===== src/rtl/ntt_pkg.sv =====
// rtl/ntt_pkg.sv - shared constants and index/reduction helpers for the NTT output path
package ntt_pkg;

  localparam int NTT_W       = 32;
  localparam int NTT_MODULUS = 7681;

  // Reverses the low log_n bits of idx; bits above log_n come back as zero.
  function automatic logic [31:0] bitrev(input logic [31:0] idx, input int log_n);
    logic [31:0] r;
    logic [31:0] x;
    r = '0;
    x = idx;
    for (int i = 0; i < 32; i++) begin
      if (i < log_n) begin
        r = {r[30:0], x[0]};
        x = x >> 1;
      end
    end
    return r;
  endfunction

  function automatic logic [NTT_W-1:0] cond_sub(input logic [NTT_W-1:0] x,
                                                input logic [NTT_W-1:0] m);
    return (x >= m) ? x - m : x;
  endfunction

endpackage


===== src/rtl/ntt_pingpong_ram.sv =====
// rtl/ntt_pingpong_ram.sv - two-bank N x W storage, synchronous write, combinational read
module ntt_pingpong_ram #(
  parameter int W = 32,
  parameter int N = 8
) (
  input  logic                 clk,
  input  logic                 we,
  input  logic                 wr_bank,
  input  logic [$clog2(N)-1:0] wr_addr,
  input  logic [W-1:0]         wr_data,
  input  logic                 rd_bank,
  input  logic [$clog2(N)-1:0] rd_addr,
  output logic [W-1:0]         rd_data
);

  logic [W-1:0] mem [0:1][0:N-1];

  always_ff @(posedge clk) begin
    if (we) begin
      mem[wr_bank][wr_addr] <= wr_data;
    end
  end

  assign rd_data = mem[rd_bank][rd_addr];

endmodule


===== src/rtl/ntt_bitrev_collector.sv =====
// rtl/ntt_bitrev_collector.sv - reorders bit-reversed NTT results into natural order, double-buffered
// Optional write-path modular reduction enabled by defining NTT_REDUCE_EN.
module ntt_bitrev_collector
  import ntt_pkg::*;
#(
  parameter int W       = NTT_W,
  parameter int N       = 8,
  parameter int MODULUS = NTT_MODULUS
) (
  input  logic         clk,
  input  logic         rst,
  input  logic         in_valid,
  input  logic [W-1:0] in_data,
  output logic         in_ready,
  output logic         out_valid,
  input  logic         out_ready,
  output logic [W-1:0] out_data,
  output logic         out_last,
  output logic [15:0]  frame_count
);

  localparam int LOG_N = $clog2(N);

  logic [1:0]       bank_full;
  logic             wbank;
  logic             rbank;
  logic [LOG_N-1:0] wcnt;
  logic [LOG_N-1:0] rcnt;
  logic [LOG_N-1:0] waddr;
  logic [W-1:0]     wr_data;
  logic [W-1:0]     rd_data;
  logic             accept;
  logic             load;

  // Unsupported N/MODULUS settings elaborate this empty marker block.
  if (N < 2 || (N & (N - 1)) != 0 || MODULUS < 2) begin : g_bad_config
  end

  // Registered flag only: a bank freed this edge is writable from the next cycle.
  assign in_ready = !bank_full[wbank];
  assign accept   = in_valid && in_ready;
  assign load     = bank_full[rbank] && (!out_valid || out_ready);
  assign waddr    = LOG_N'(bitrev(32'(wcnt), LOG_N));

`ifdef NTT_REDUCE_EN
  assign wr_data = W'(cond_sub(NTT_W'(in_data), NTT_W'(MODULUS)));
`else
  assign wr_data = in_data;
`endif

  ntt_pingpong_ram #(
    .W(W),
    .N(N)
  ) u_ram (
    .clk     (clk),
    .we      (accept),
    .wr_bank (wbank),
    .wr_addr (waddr),
    .wr_data (wr_data),
    .rd_bank (rbank),
    .rd_addr (rcnt),
    .rd_data (rd_data)
  );

  always_ff @(posedge clk) begin
    if (rst) begin
      bank_full   <= '0;
      wbank       <= 1'b0;
      rbank       <= 1'b0;
      wcnt        <= '0;
      rcnt        <= '0;
      out_valid   <= 1'b0;
      out_last    <= 1'b0;
      out_data    <= '0;
      frame_count <= '0;
    end else begin
      if (accept) begin
        if (wcnt == LOG_N'(N - 1)) begin
          bank_full[wbank] <= 1'b1;
          wbank            <= ~wbank;
          wcnt             <= '0;
        end else begin
          wcnt <= wcnt + 1'b1;
        end
      end

      if (load) begin
        out_data  <= rd_data;
        out_last  <= (rcnt == LOG_N'(N - 1));
        out_valid <= 1'b1;
        if (rcnt == LOG_N'(N - 1)) begin
          bank_full[rbank] <= 1'b0;
          rbank            <= ~rbank;
          rcnt             <= '0;
          frame_count      <= frame_count + 16'd1;
        end else begin
          rcnt <= rcnt + 1'b1;
        end
      end else if (out_ready) begin
        out_valid <= 1'b0;
      end
    end
  end

endmodule


===== config.mk =====
export PLATFORM = sky130hd
export DESIGN_NAME = ntt_bitrev_collector
export DESIGN_NICKNAME = d
export VERILOG_FILES = /design/src/rtl/ntt_pkg.sv /design/src/rtl/ntt_pingpong_ram.sv /design/src/rtl/ntt_bitrev_collector.sv
export SDC_FILE = /design/constraint.sdc
export NUM_CORES = 1
export LEC_CHECK = 0
export ABC_AREA = 1
export ABC_CLOCK_PERIOD_IN_PS = 3800
export CELL_PAD_IN_SITES_DETAIL_PLACEMENT = 0
export CELL_PAD_IN_SITES_GLOBAL_PLACEMENT = 1
export CORE_MARGIN = 2
export CORE_UTILIZATION = 35
export CTS_BUF_LIST = sky130_fd_sc_hd__clkbuf_8
export DETAILED_ROUTE_END_ITERATION = 6
export GPL_TIMING_DRIVEN = 1
export PLACE_DENSITY = 0.59
export SLEW_MARGIN = 40
export SYNTH_ARGS = -nofsm -noshare
export SYNTH_HDL_FRONTEND = slang
export SYNTH_SLANG_ARGS = --single-unit

===== constraint.sdc =====
create_clock -name clk -period 3.8 [get_ports clk]
set_input_delay 0.76 -clock clk [delete_from_list [all_inputs] [get_ports clk]]
set_output_delay 0.76 -clock clk [all_outputs]
set_load 0.005 [all_outputs]

==> Word-level counts from Yosys, hierarchy flattened <==
Memory sizes are Yosys's and may differ from the RTL's. A register that Yosys moved wholly into a read port is not among the register bits.
Index checks and enable logic that the tools add are counted.
{ "totals": {"ff_bits": 60, "mem_bits_rw": 512, "in_bits": 36, "output_inout_bits": 51, "n_memories": 1} }
{ "classes": {"n_addsub": 3, "magnitude_cmp": 7, "eq_ne": 2, "mux": 26, "bitwise": 7, "reduce_logical": 11} }
{ "memory_table": {"columns": ["memory", "depth", "width", "rd", "rd_clocked_by_memory_dff", "write_ports", "line_no", "text"], "rows": [
  ["u_ram.mem", 2, 256, 1, 1, 1, "ntt_pingpong_ram.sv:16", "logic [W-1:0] mem [0:1][0:N-1];"]
]} }
{ "op_table": {"columns": ["op", "count"], "rows": [
  ["256-bit 2-to-1 mux", 1],
  ["32-bit binary-select mux with 3-bit select", 1],
  ["32-bit demux with 3-bit select", 1],
  ["32-bit 2-to-1 mux", 3],
  ["16-bit by 1-bit adder with 16-bit output, second input constant", 1],
  ["1-bit 2-to-1 mux", 11],
  ["2-bit 2-to-1 mux", 5],
  ["4-bit >= comparator, second input constant", 2],
  ["3-bit inverter with 4-bit output", 2],
  ["3-bit by 1-bit adder with 3-bit output, second input constant", 2],
  ["3-bit == test, second input constant", 2],
  ["3-bit 2-to-1 mux", 2],
  ["1-bit logical AND", 5],
  ["1-bit by 2-bit < comparator with 1-bit output, second input constant", 2],
  ["4-bit by 1-bit < comparator with 1-bit output, second input constant", 1],
  ["2-bit AND reduction", 2],
  ["2-bit AND", 1],
  ["1-bit demux with 1-bit select", 2],
  ["1-bit >= comparator, second input constant", 2],
  ["1-bit zero test", 2],
  ["1-bit inverter", 2],
  ["2-bit inverter", 1],
  ["2-bit OR", 1],
  ["2-bit nonzero test", 1],
  ["1-bit logical OR", 1]
]} }

==> Longest topological paths before layout <==
{ "logic_depth": {"ltp_word": 11, "depth_mapped": 12} }

==> Cells and area by module <==
A second synthesis with hierarchy kept.
{ "unflattened": {"hier_cells": 2414, "area_unflattened_um2": 24564.8} }
{ "by_module_without_submodules": {"columns": ["module", "n_inst", "cells_per_inst", "area_each_um2", "seq_area_each_um2"], "rows": [
  ["ntt_pingpong_ram", 1, 2093, 22120.0, 15374.7],
  ["ntt_bitrev_collector", 1, 321, 2444.8, 1201.2]
]} }

==> Least setup slack after synthesis <==
OpenSTA, ideal clock, no wires.
{ "synth_path": {"kind": "in2reg", "from": "in in_valid", "to": "mem u_ram.mem[0][32] in the netlist's numbering (enable)", "setup_time_ns": 0.461, "arrival_ns": 3.055, "setup_slack_ns": 0.284, "path_stages": 2, "n_path_buf": 0, "path_cell_list": "nand2_4 nor3_1"} }
{ "synth_between": {"elab_chain_cells": 3} }
{ "synth_rtl": {"columns": ["element", "line_no", "text"], "rows": [
  ["start: declaration", "ntt_bitrev_collector.sv:12", "input logic in_valid,"],
  ["1-bit logical AND", "ntt_bitrev_collector.sv:41", "assign accept = in_valid && in_ready;"],
  ["1-bit 2-to-1 mux", "ntt_pingpong_ram.sv:19", "if (we) begin"],
  ["256-bit 2-to-1 mux (not written as such)", "ntt_pingpong_ram.sv:20", "mem[wr_bank][wr_addr] <= wr_data;"],
  ["end: declaration", "ntt_pingpong_ram.sv:16", null]
]} }
No other way between the ends.

==> Worst setup path in the final report <==
{ "layout_path": {"from": "reg wbank", "to": "out in_ready"} }
{ "layout_between": {"elab_chain_cells": 3} }
{ "layout_rtl": {"columns": ["element", "line_no", "text"], "rows": [
  ["start: declaration", "ntt_bitrev_collector.sv:25", "logic wbank;"],
  ["start signal: assignment", "ntt_bitrev_collector.sv:80", "wbank <= ~wbank;"],
  ["1-bit 2-to-1 mux (not written as such) (2 in series)", "ntt_bitrev_collector.sv:40", "assign in_ready = !bank_full[wbank];"],
  ["1-bit zero test", "ntt_bitrev_collector.sv:40", null],
  ["end: declaration", "ntt_bitrev_collector.sv:14", "output logic in_ready,"]
]} }
No other way between the ends. The select of a mux whose other input is x is not followed.

==> results.yml <==
cts:
  cts_buffers: 100
  clkTransAtPathRegs_ps: 70
  cts_hold_buf: 0
  postCtsSetupBuffers: 0
  cts_root_buf: "clkbuf_8"
  ctsResizeCount: 0
  cts_tree: "done"
  worstSkewPairLatency_ps: 690
  htree_levels: 3
  clock_tree.buffer_depth: 3
  cts.sinks: 573
layout:
  area_growth_pct: 15.8
  final_util_pct: 41.1
  final_nets: 2540
  layout-drive-gt1-share_pct: 8.29
  fillers: 6688
global_routing:
  grt_usage_pct: 19.1
  grt_max_degree: 158
  antenna_found_initial: 1
  grt_pass1_wl_mm: 102
  overflow: 0
  grt_pass1_vias: 16500
timing:
  hold_viol: 0
  period_minus_slack_ps: 3340
  period_share_pct: 87.8
  drv_slew: 0
  totalNegativeSetupSlack_ps: 0
  maxSlewHeadroom_pct: 40.0
  fmax_mhz: 300
  rsz0062_at_grt: "false"
  fin_skew_ps: 44.7
  setup_viol: 0
  tightestPinTransition_ps: 900
floorplan:
  initial_core_util_pct: 35.5
  dieHeight_um: 268
  fp.coreArea_um2: 68800
  std_cell_rows: 96
  dieArea_um2: 72000
  io_pins: 87
  die_x_um: 268
logic_synthesis:
  synthTopCellsByArea: "edfxtp_1, nand2_1, nand3_1, dfxtp_1, inv_1"
  post-synth-top-count-cell: "nand2_1"
  synthTopCellsByCount: "nand2_1, edfxtp_1, nand3_1"
  synth_edf_count: 512
  async_flop_share_pct: 0
  synthCells: 2395
  ys_ff_latch: 573
  yosys.area.top_type: "edfxtp_1"
  syn_avg_cell_area_um2: 10.2
  ys_seq_area_share_pct: 67.9
  yosysTopAreaCellShare_pct: 62.9
  syn_nets: 2440
  synth_ff_type: "edfxtp_1"
  yosysUniqueCellTypes: 31
  yosysWarnings: 0
  netlist_area_um2: 24400
run:
  cap_viol_max_count: 0
worst_setup_path:
  worstSetupEndpointType: "output port"
  critical_path_class: "flip-flop to output port"
  cp_cell_sequence: "inv_6 > o21ai_2 > clkdlybuf4s50_1"
  critical_path_peak_fanout: 11
  cp-start-kind: "flip-flop"
  worstPathRequired_ps: 3040
  cpPeakStageDelay_ps: 850
  slowest_stage: "dfxtp_1"
  arrival_ps: 2580
power_and_ir_drop:
  power.density_nw_per_um2: 465
  ir_drop_v: 0.000208
  finalPower_w: 0.0132
  leakage_nw: 11.5
routing:
  drtIter0Drc: 1115
  num_vias: 16400
  first_pass_iters: 6
  post_drt_wl_per_cell_um: 19.3
  via_per_inst: 4.67
  drc: 0
  postRouteAntennaNets: 0
  wl_mm: 67.8
place:
  place.detailed.hpwl_mm: 37.9
  port_buffers: 86
  gp_congestion: 0.781
status:
  status: "finished clean"
min_path:
  hp-class: "flip-flop to flip-flop"
==> path summary, 6_finish.rpt <==
check                               from                to  slack, ps  cells after the start
worst max-delay path               wbank          in_ready        460                      3
worst min-delay path            out_last          out_last        470                      2
worst max register to register     wbank  u_ram.mem[1][70]        880                      7
worst min register to register  out_last          out_last        470                      2
==> cell families after synthesis <==
kind of cell / Yosys count / share of synthesized area [%]
simple gates: 1329 / 22.5
fa+ha+maj: 9 / 0.461
buf+inv: 441 / 8.13
flops: 573 / 67.9
xor+xnor: 2 / 0.0717
compound gates: 41 / 0.922
==> sequential cells by signal (all words and copies together), names as in the netlist, named ones only <==
name	count
u_ram.mem	512
out_data	32
frame_count	16
rcnt	3
wcnt	3
bank_full	2
out_last	1
out_valid	1
rbank	1
wbank	1
==> through the flow <==
stage	std cells	instance area (um2)	hold slack, ps	worst slack (ps)
after floorplan	2395	24400	458	284
after global placement	3324	26300	463	896
after detailed placement	3324	26300	466	840
after CTS	3512	28300	474	350
after global routing	3517	28300	479	348
final	3517	28300	469	463
==> where the power goes <==
group          leakage, nW  internal (W)  switching [W]
Combinational         5.19      0.000115       0.000305
Clock                 1.16       0.00317        0.00261
Sequential            5.12       0.00695      0.0000230
Total                 11.5        0.0102        0.00294
==> worst max-delay path: cells and delay by family, from the launching register on <==
| family | cells | cell delay (ps) |
|---|---|---|
| AO/OA/AOI/OAI | 1 | 250 |
| flip-flops | 1 | 850 |
| buffers and inverters | 2 | 790 |
==> per-layer routing <==
layer,wire (um),vias to the layer above,track usage (%)
met5,0,-,0
met4,1440,0,5.95
met3,2760,88,3.03
met2,33100,340,32.5
met1,30500,7978,25.0
li1,-,8012,-
==> final cells by class <==
class                      count  area [um2]  area share [%]
antenna                        5        12.5          0.0442
clock buffer                 111        1530            5.40
clock inverter                77         518            1.83
inverter                     319        1220            4.33
multi-input combinational   1381        5960            21.1
sequential                   573       16600            58.7
tap                          931        1160            4.12
timing repair buffer         120        1280            4.53
==> placed cells by master, fill, tap and decap left out, types with 7 or more instances in the layout <==
master	synthesis	final
nand2_1	848	848
edfxtp_1	512	512
nand3_1	366	366
inv_1	314	338
clkbuf_8	0	111
nor2_1	100	88
clkdlybuf4s50_1	0	81
dfxtp_1	61	57
a21oi_1	25	25
clkinv_1	0	20
buf_4	17	18
clkinv_2	0	17
buf_12	1	15
nor2_4	0	13
o21ai_0	9	9
ha_1	9	9
bufinv_16	0	7
(Power assumes the default switching activity.)
